--- config.mk ---
export PLATFORM = sky130hd
export DESIGN_NAME = proc_trace_buffer
export DESIGN_NICKNAME = d
export VERILOG_FILES = /design/src/rtl/proc_trace_pkg.sv /design/src/rtl/trace_fifo.sv /design/src/rtl/proc_trace_buffer.sv
export SDC_FILE = /design/constraint.sdc
export NUM_CORES = 1
export LEC_CHECK = 0
export CELL_PAD_IN_SITES_DETAIL_PLACEMENT = 0
export CELL_PAD_IN_SITES_GLOBAL_PLACEMENT = 1
export CORE_ASPECT_RATIO = 1.75
export CORE_MARGIN = 2
export CORE_UTILIZATION = 54
export DETAILED_ROUTE_END_ITERATION = 12
export PLACE_DENSITY_LB_ADDON = 0.3
export SKIP_CTS_REPAIR_TIMING = 1
export SYNTH_ARGS = -nofsm -noshare
export SYNTH_HDL_FRONTEND = slang
export SYNTH_SLANG_ARGS = --single-unit
export TNS_END_PERCENT = 20
--- constraint.sdc ---
create_clock -name Clk -period 37.2 [get_ports Clk]
set_input_delay 11.16 -clock Clk [delete_from_list [all_inputs] [get_ports Clk]]
set_output_delay 11.16 -clock Clk [all_outputs]
set_load 0.02 [all_outputs]
--- src/rtl/proc_trace_pkg.sv ---
// rtl/proc_trace_pkg.sv - shared widths and trace entry layout for the processor trace buffer
//   Purpose : field widths and the packed trace entry used by proc_trace_buffer.
//   Ports   : none (package).
package proc_trace_pkg;

   localparam int PC_W    = 7;
   localparam int IR_W    = 16;
   localparam int ALU_W   = 16;
   localparam int STATE_W = 4;
   localparam int STAMP_W = 8;
   localparam int ENTRY_W = STAMP_W + PC_W + IR_W + ALU_W;

   // Field order fixes the Rd_Data layout: {stamp, pc, ir, alu}, stamp in the MSBs.
   typedef struct packed {
      logic [STAMP_W-1:0] stamp;
      logic [PC_W-1:0]    pc;
      logic [IR_W-1:0]    ir;
      logic [ALU_W-1:0]   alu;
   } trace_entry_t;

endpackage

--- src/rtl/trace_fifo.sv ---
// rtl/trace_fifo.sv - first-word-fall-through trace FIFO with drop or overwrite on full
//   Purpose : stores trace entries; never back-pressures the writer.
//   Ports   : i_clk, i_rst (async, active-high)
//             i_push, i_wr_data     - write side, one entry per cycle
//             i_pop_req             - consumer ready; pops only when o_rd_valid
//             o_rd_data, o_rd_valid - head entry, fall-through
//             o_count, o_full       - occupancy
//             o_overflow            - sticky, set when a push meets a full FIFO with no pop
module trace_fifo #(
   parameter int DEPTH   = 16,
   parameter int WRAP    = 0,
   parameter int ENTRY_W = 47
) (
   input  logic               i_clk,
   input  logic               i_rst,
   input  logic               i_push,
   input  logic [ENTRY_W-1:0] i_wr_data,
   input  logic               i_pop_req,
   output logic [ENTRY_W-1:0] o_rd_data,
   output logic               o_rd_valid,
   output logic [$clog2(DEPTH):0] o_count,
   output logic               o_full,
   output logic               o_overflow
);

   localparam int PTR_W = $clog2(DEPTH);
   localparam int CNT_W = PTR_W + 1;

   logic [ENTRY_W-1:0] r_mem [DEPTH];
   logic [PTR_W-1:0]   r_wr_ptr;
   logic [PTR_W-1:0]   r_rd_ptr;
   logic [CNT_W-1:0]   r_count;
   logic               r_overflow;

   logic w_empty;
   logic w_full;
   logic w_pop;
   logic w_push_blocked;
   logic w_write;
   logic w_rd_adv;
   logic w_inc;
   logic w_dec;

   assign w_empty        = (r_count == '0);
   assign w_full         = (r_count == CNT_W'(DEPTH));
   assign w_pop          = !w_empty && i_pop_req;
   // A push into a full FIFO with no pop freeing a slot: lost or overwrites the oldest.
   assign w_push_blocked = i_push && w_full && !w_pop;
   assign w_write        = i_push && (!w_push_blocked || (WRAP != 0));
   assign w_rd_adv       = w_pop || (w_push_blocked && (WRAP != 0));
   assign w_inc          = i_push && !w_full && !w_pop;
   assign w_dec          = w_pop && !i_push;

   always_ff @(posedge i_clk or posedge i_rst) begin
      if (i_rst) begin
         for (int i = 0; i < DEPTH; i++) r_mem[i] <= '0;
         r_wr_ptr   <= '0;
         r_rd_ptr   <= '0;
         r_count    <= '0;
         r_overflow <= 1'b0;
      end else begin
         if (w_write) begin
            r_mem[r_wr_ptr] <= i_wr_data;
            r_wr_ptr        <= r_wr_ptr + PTR_W'(1);
         end
         if (w_rd_adv) r_rd_ptr <= r_rd_ptr + PTR_W'(1);
         if (w_inc)      r_count <= r_count + CNT_W'(1);
         else if (w_dec) r_count <= r_count - CNT_W'(1);
         if (w_push_blocked) r_overflow <= 1'b1;
      end
   end

   assign o_rd_data  = r_mem[r_rd_ptr];
   assign o_rd_valid = !w_empty;
   assign o_count    = r_count;
   assign o_full     = w_full;
   assign o_overflow = r_overflow;

endmodule

--- src/rtl/proc_trace_buffer.sv ---
// rtl/proc_trace_buffer.sv - timestamped capture of processor state on entry to a trigger state
//   Purpose : watches the processor FSM and queues {stamp, PC, IR, ALU} each time
//             State_In enters TRIG_STATE; entries drain through a valid/ready port.
//   Ports   : Clk, Reset (async, active-high)
//             PC_In, IR_In, State_In, ALU_In - processor observation inputs
//             Capture_En                     - capture gate
//             Rd_Ready, Rd_Valid, Rd_Data    - first-word-fall-through read port
//             Count, Full, Overflow          - FIFO status
module proc_trace_buffer
   import proc_trace_pkg::*;
#(
   parameter int                 DEPTH      = 16,
   parameter logic [STATE_W-1:0] TRIG_STATE = 4'd3,
   parameter int                 WRAP       = 0
) (
   input  logic                 Clk,
   input  logic                 Reset,
   input  logic [PC_W-1:0]      PC_In,
   input  logic [IR_W-1:0]      IR_In,
   input  logic [STATE_W-1:0]   State_In,
   input  logic [ALU_W-1:0]     ALU_In,
   input  logic                 Capture_En,
   input  logic                 Rd_Ready,
   output logic                 Rd_Valid,
   output logic [ENTRY_W-1:0]   Rd_Data,
   output logic [$clog2(DEPTH):0] Count,
   output logic                 Full,
   output logic                 Overflow
);

   logic [STAMP_W-1:0] r_stamp;
   logic [STATE_W-1:0] r_prev_state;
   logic               w_trig;
   trace_entry_t       w_entry;

   // prev_state resets to TRIG_STATE so the first cycle after reset cannot look like an entry.
   always_ff @(posedge Clk or posedge Reset) begin
      if (Reset) begin
         r_stamp      <= '0;
         r_prev_state <= TRIG_STATE;
      end else begin
         r_stamp      <= r_stamp + STAMP_W'(1);
         r_prev_state <= State_In;
      end
   end

   assign w_trig  = Capture_En && (State_In == TRIG_STATE) && (r_prev_state != TRIG_STATE);
   assign w_entry = '{stamp: r_stamp, pc: PC_In, ir: IR_In, alu: ALU_In};

   trace_fifo #(
      .DEPTH   (DEPTH),
      .WRAP    (WRAP),
      .ENTRY_W (ENTRY_W)
   ) u_fifo (
      .i_clk      (Clk),
      .i_rst      (Reset),
      .i_push     (w_trig),
      .i_wr_data  (w_entry),
      .i_pop_req  (Rd_Ready),
      .o_rd_data  (Rd_Data),
      .o_rd_valid (Rd_Valid),
      .o_count    (Count),
      .o_full     (Full),
      .o_overflow (Overflow)
   );

endmodule

* Yosys cells after proc, flatten, opt, wreduce, memory -nomap -nowiden
Index checks and enable logic that the tools add are counted.
Word-level totals: register bits after elaboration 778, input port bits 47, output and inout bits 55, word-level logic and storage cells 60
Cells by class: add/sub/neg operators 5, $lt $le $gt $ge 3, equality and inequality tests 3, muxes and demuxes 8, bitwise logic cells 2, reduce and logical (&&, ||, !) cells 17
Operators by type and width (count):
- $bwmux 752 | 1
- $bmux 47 s4 | 1
- $demux 47 s4 | 1
- $mux 47 | 3
- $ge 5x5->1 const B | 2
- $logic_and 1x1->1 | 10
- $mux 5 | 2
- $not 4->5 | 2
- $add 4x1->4 const B | 2
- $add 8x1->8 const B | 1
- $add 5x1->5 const B | 1
- $eq 5x5->1 const B | 1
- $logic_not 1->1 | 5
- $logic_not 5->1 | 1
- $lt 5x1->1 const B | 1
- $sub 5x1->5 const B | 1
- $eq 4x2->1 const B | 1
- $ne 4x2->1 const B | 1
- $reduce_bool 2->1 | 1

* Longest topological paths before layout
word-level depth 7, gate-level depth with buffers 9, depth with buffers taken out 9

* Modules after synthesis
Synthesis repeated with hierarchy kept, for this count alone.
Unflattened totals: cell total of the unflattened synthesis 2160, area total of the unflattened synthesis 35669.2 µm²
Modules (own cells, without submodules):
- trace_fifo | instances 1, cells each 2127, area each 35226.3 µm², sequential area each 19168.4 µm²
- proc_trace_buffer | instances 1, cells each 33, area each 442.9 µm², sequential area each 302.8 µm²

* Worst setup path before layout
Ideal clock, no wire load.
kind register -> output, start register u_fifo.r_rd_ptr[0], end output Rd_Data[0], arrival time 2.303 ns, required time 26.040 ns, setup slack 23.737 ns, cell stages (with the launch flop) 6, buffers on the path 3, cells stage by stage dfrtp_1 > buf_2 > buf_2 > buf_1 > mux4_2 > mux4_2
On the way: cells in the longest elaborated chain, start to end 4
Ends and longest elaborated chain:
- from (decl) | RTL line trace_fifo.sv:31 | logic [PTR_W-1:0] r_rd_ptr;
- from (signal assigned) | RTL line trace_fifo.sv:66 | if (w_rd_adv) r_rd_ptr <= r_rd_ptr + PTR_W'(1);
- $not 4->5 (implied by the code) | RTL line trace_fifo.sv:73 | assign o_rd_data = r_mem[r_rd_ptr];
- $bmux 47 s4 | RTL line trace_fifo.sv:73
- $mux 47 (implied by the code) (2 in series) | RTL line trace_fifo.sv:73
- to (decl) | RTL line proc_trace_buffer.sv:25 | output logic [ENTRY_W-1:0] Rd_Data,
Every way passes these cells. The select of a mux whose other input is x is not followed.

* Worst setup path after layout
start register u_fifo.r_rd_ptr[0], end output Rd_Data[41]
The elaborated chain is that of the path after synthesis.

==> reports/results.tsv <==
stage	metric	value	unit
detailed_routing	Routed WL	80500	µm
timing	unrepaired setup endpoints after global routing	no	
critical_path	Req. time, crit path	26.04	ns
layout	Nets	2113	
critical_path	Critical Path AT	5.24	ns
floorplan	Placeable Area	0.0650	mm²
critical_path	Crit. path cell count	5	
logic_synthesis	post-synth cell types	40	
worst_hold_path	Hold Crit Depth	1	
timing	final setup vio count	0	
logic_synthesis	synth warn	0	
pwr	P_sw	0.000660	W
pwr	Comb power frac	22.9	%
logic_synthesis	EDFF count, synth	0	
pwr	Leak	18.8	nW
timing	Total Neg Setup Slack	0	ns
global_route	Remaining Overflow, GRT	0	
place	Cells after DPL	2800	
layout	filler cell count	4720	
detailed_routing	Routed Antenna Nets	0	
critical_path	Bufs and invs on worst path	3	
layout	P&R area growth vs syn	10.4	%
cts	clk sinks	778	
logic_synthesis	Post-Synthesis Cells	2042	
logic_synthesis	Syn Nets	2099	
critical_path	slowest cell delay on critical path	1.08	ns
timing	Worst-Margin Slew	1.16	ns
critical_path	cells on worst reg2reg path	6	
logic_synthesis	post-synth top area cell	dfrtp_1	
layout	Layout Cells excl Fill	2932	
logic_synthesis	Mapped Area	0.0353	mm²
critical_path	CP startpoint kind	register	
timing	Final Max Tran Viols	0	
timing	Period minus WS final	16.40	ns
outcome	status	finished, final reports clean	
floorplan	die height	342	µm
cts	clk_lat worst skew	0.62	ns
timing	Final Hold Viols	0	
global_route	largest net degree at the start of global routing	163	
cts	CTS root buf	clkbuf_16	
logic_synthesis	Yosys top cell area share	55.0	%
timing	Post-Route Skew	0.0203	ns
cts	TritonCTS clock tree	yes	
detailed_routing	drt pass-1 iters	6	
timing	crit share post-route	44.1	%
logic_synthesis	asr flop ratio synth	100	%
critical_path	critical path's slowest cell	dfrtp_4	
logic_synthesis	largest cells by area after synthesis	dfrtp_1, mux2_2, mux4_2	
floorplan	Die X	197	µm
critical_path	WS Path Type	reg -> out	
layout	final core utilization	60.0	%
floorplan	Die Area	0.0676	mm²
global_route	initial antenna violation count	0	
pwr	Sw Ratio	28.5	%
pwr	Pwr Density	59.5	mW/mm²
place	Detail Placement HPWL	42400	µm
pwr	Clk pwr share	31.9	%
critical_path	Largest delay share family, worst path	buffers and inverters	
global_route	first-pass GRT wire length	126000	µm
cts	H-tree Lvls	3	
cts	deepest clock path buffer count	3	
logic_synthesis	Avg Inst Size Synth	17.3	µm²
global_route	Overall Global Routing Usage	24.9	%
floorplan	Initial Utilization	54.3	%
worst_hold_path	Min-Delay Path Class	reg -> reg	
timing	Achievable Freq	61.0	MHz
layout	Diodes inserted	0	
logic_synthesis	count leader, synth	dfrtp_1	
floorplan	num ports	102	
logic_synthesis	#FFs+latches synth	778	
pwr	internal power	0.00166	W
floorplan	Core Rows	124	
cts	Num CTS Buffers	73	
place	I/O Buffers	101	
detailed_routing	initial drt markers	878	
global_route	vias in the first global route	20648	
timing	relative slew slack	22.8	%
logic_synthesis	Post-synth top cells	dfrtp_1, mux2_2, mux4_2	
detailed_routing	DR vias/cell	6.20	
layout	share of cells above drive strength 1	51.4	%
detailed_routing	WL per Instance	27.5	µm
critical_path	CP Cell Sequence	buf_4 -> buf_12 -> mux4_2 -> mux4_2 -> clkdlybuf4s50_1	
pwr	sequential share of power	45.2	%
place	GPL Wtd Cong	0.730	
critical_path	Crit. End Element	output pin	
cts	clock-pin slew on the worst setup and hold paths	0.06	ns
logic_synthesis	post-synthesis sequential area ratio	55.1	%
critical_path	most frequent CP cell	mux4_2	
critical_path	CP max FO	96	
detailed_routing	DRC	0	
run	reported max-cap violation count	0	
pwr	Worst IR Drop VDD	0.0000624	V
logic_synthesis	Top FF cell, synth	dfrtp_1	
detailed_routing	via count	18180	
==> worst paths after layout <==
check | start | to | slack (ns)
hold / removal | u_fifo.o_overflow | u_fifo.o_overflow | 0.47
hold reg to reg | u_fifo.o_overflow | u_fifo.o_overflow | 0.47
min in group asynchronous | Reset | r_prev_state[2] | 11.05
setup reg to reg | u_fifo.o_count[0] | u_fifo.r_mem[27] | 33.74
setup / recovery | u_fifo.r_rd_ptr[0] | Rd_Data[41] | 20.80
max in group asynchronous | Reset | u_fifo.r_mem[167] | 22.79
==> per-layer routing <==
layer / global-route usage (%) / share of wire (%)
met5: 0 / 0
met4: 8.87 / 2.9
met3: 3.45 / 3.7
met2: 42.9 / 52
met1: 32.4 / 41
==> power by group through the flow <==
stage                     sequential [W]  clock (W)  combinational, W
after global placement           0.00106          0          0.000529
after CTS                        0.00105   0.000757          0.000542
final                            0.00105   0.000740          0.000531
after global routing             0.00106   0.000789          0.000570
after floorplan                  0.00101          0          0.000431
after detailed placement         0.00107          0          0.000540
==> placed cells by master, fill, tap and decap left out, types with 2 or more instances in the layout <==
cell	n
dfrtp_1	772
xor2_1	4
clkinv_2	15
mux2_2	594
mux2_1	72
inv_1	4
and2_1	2
and3_4	3
a21oi_1	2
dfstp_2	2
clkdlybuf4s50_1	101
ha_1	9
mux4_2	235
clkbuf_1	18
nand3_1	3
nor2_1	2
clkbuf_16	76
mux2_4	90
nand2_4	12
dfrtp_4	3
a21o_1	3
nand2b_1	2
nand4_1	4
bufinv_16	2
nand2_1	6
buf_4	22
clkbuf_8	13
buf_12	3
clkinvlp_4	6
xnor2_1	11
nor4b_2	2
==> worst register-to-register path: cells and delay by family (launching register included) <==
| family | cells | cell delay (ns) |
|---|---|---|
| muxes | 1 | 0.48 |
| DFF | 1 | 0.45 |
| buffers and inverters | 1 | 0.88 |
| and+or+nand+nor | 4 | 1.53 |
==> flip-flops by register name (all words and copies together) (netlist names) <==
register / count
u_fifo.o_overflow: 1
u_fifo.o_count: 5
u_fifo.r_wr_ptr: 4
r_prev_state: 4
u_fifo.r_rd_ptr: 4
r_stamp: 8
u_fifo.r_mem: 752
==> layout make-up <==
class / count / area (µm²) / area share (%)
repair buffers: 126 / 1240 / 3.17
inverters: 5 / 26.3 / 0.0674
clock buffers: 107 / 2150 / 5.51
well taps: 819 / 1020 / 2.63
multi-input cells: 1072 / 14900 / 38.1
flip-flops and latches: 778 / 19500 / 50.0
clock inverters: 25 / 205 / 0.526
==> stage by stage <==
step	power, W	cell area (µm²)	hold WS [ns]	worst slack (ns)
after floorplan	0.00144	35300	0.459	4.20
after global placement	0.00159	36600	0.458	21.25
after detailed placement	0.00161	36600	0.466	21.26
after CTS	0.00235	39000	0.480	20.59
after global routing	0.00242	39000	0.505	20.38
final	0.00232	39000	0.472	20.80
==> kinds of logic (layout without fill, tap and decap cells) <==
| logic type | count (synthesis) | count (layout) | synth area share [%] |
|---|---|---|---|
| xor+xnor | 15 | 15 | 0.372 |
| mux | 991 | 991 | 40.0 |
| simple gates | 44 | 44 | 0.754 |
| compound gates | 12 | 12 | 0.262 |
| flops | 778 | 778 | 55.1 |
| buf+inv | 192 | 263 | 3.09 |
| fa+ha+maj | 10 | 10 | 0.375 |
(Power assumes the default switching activity.)
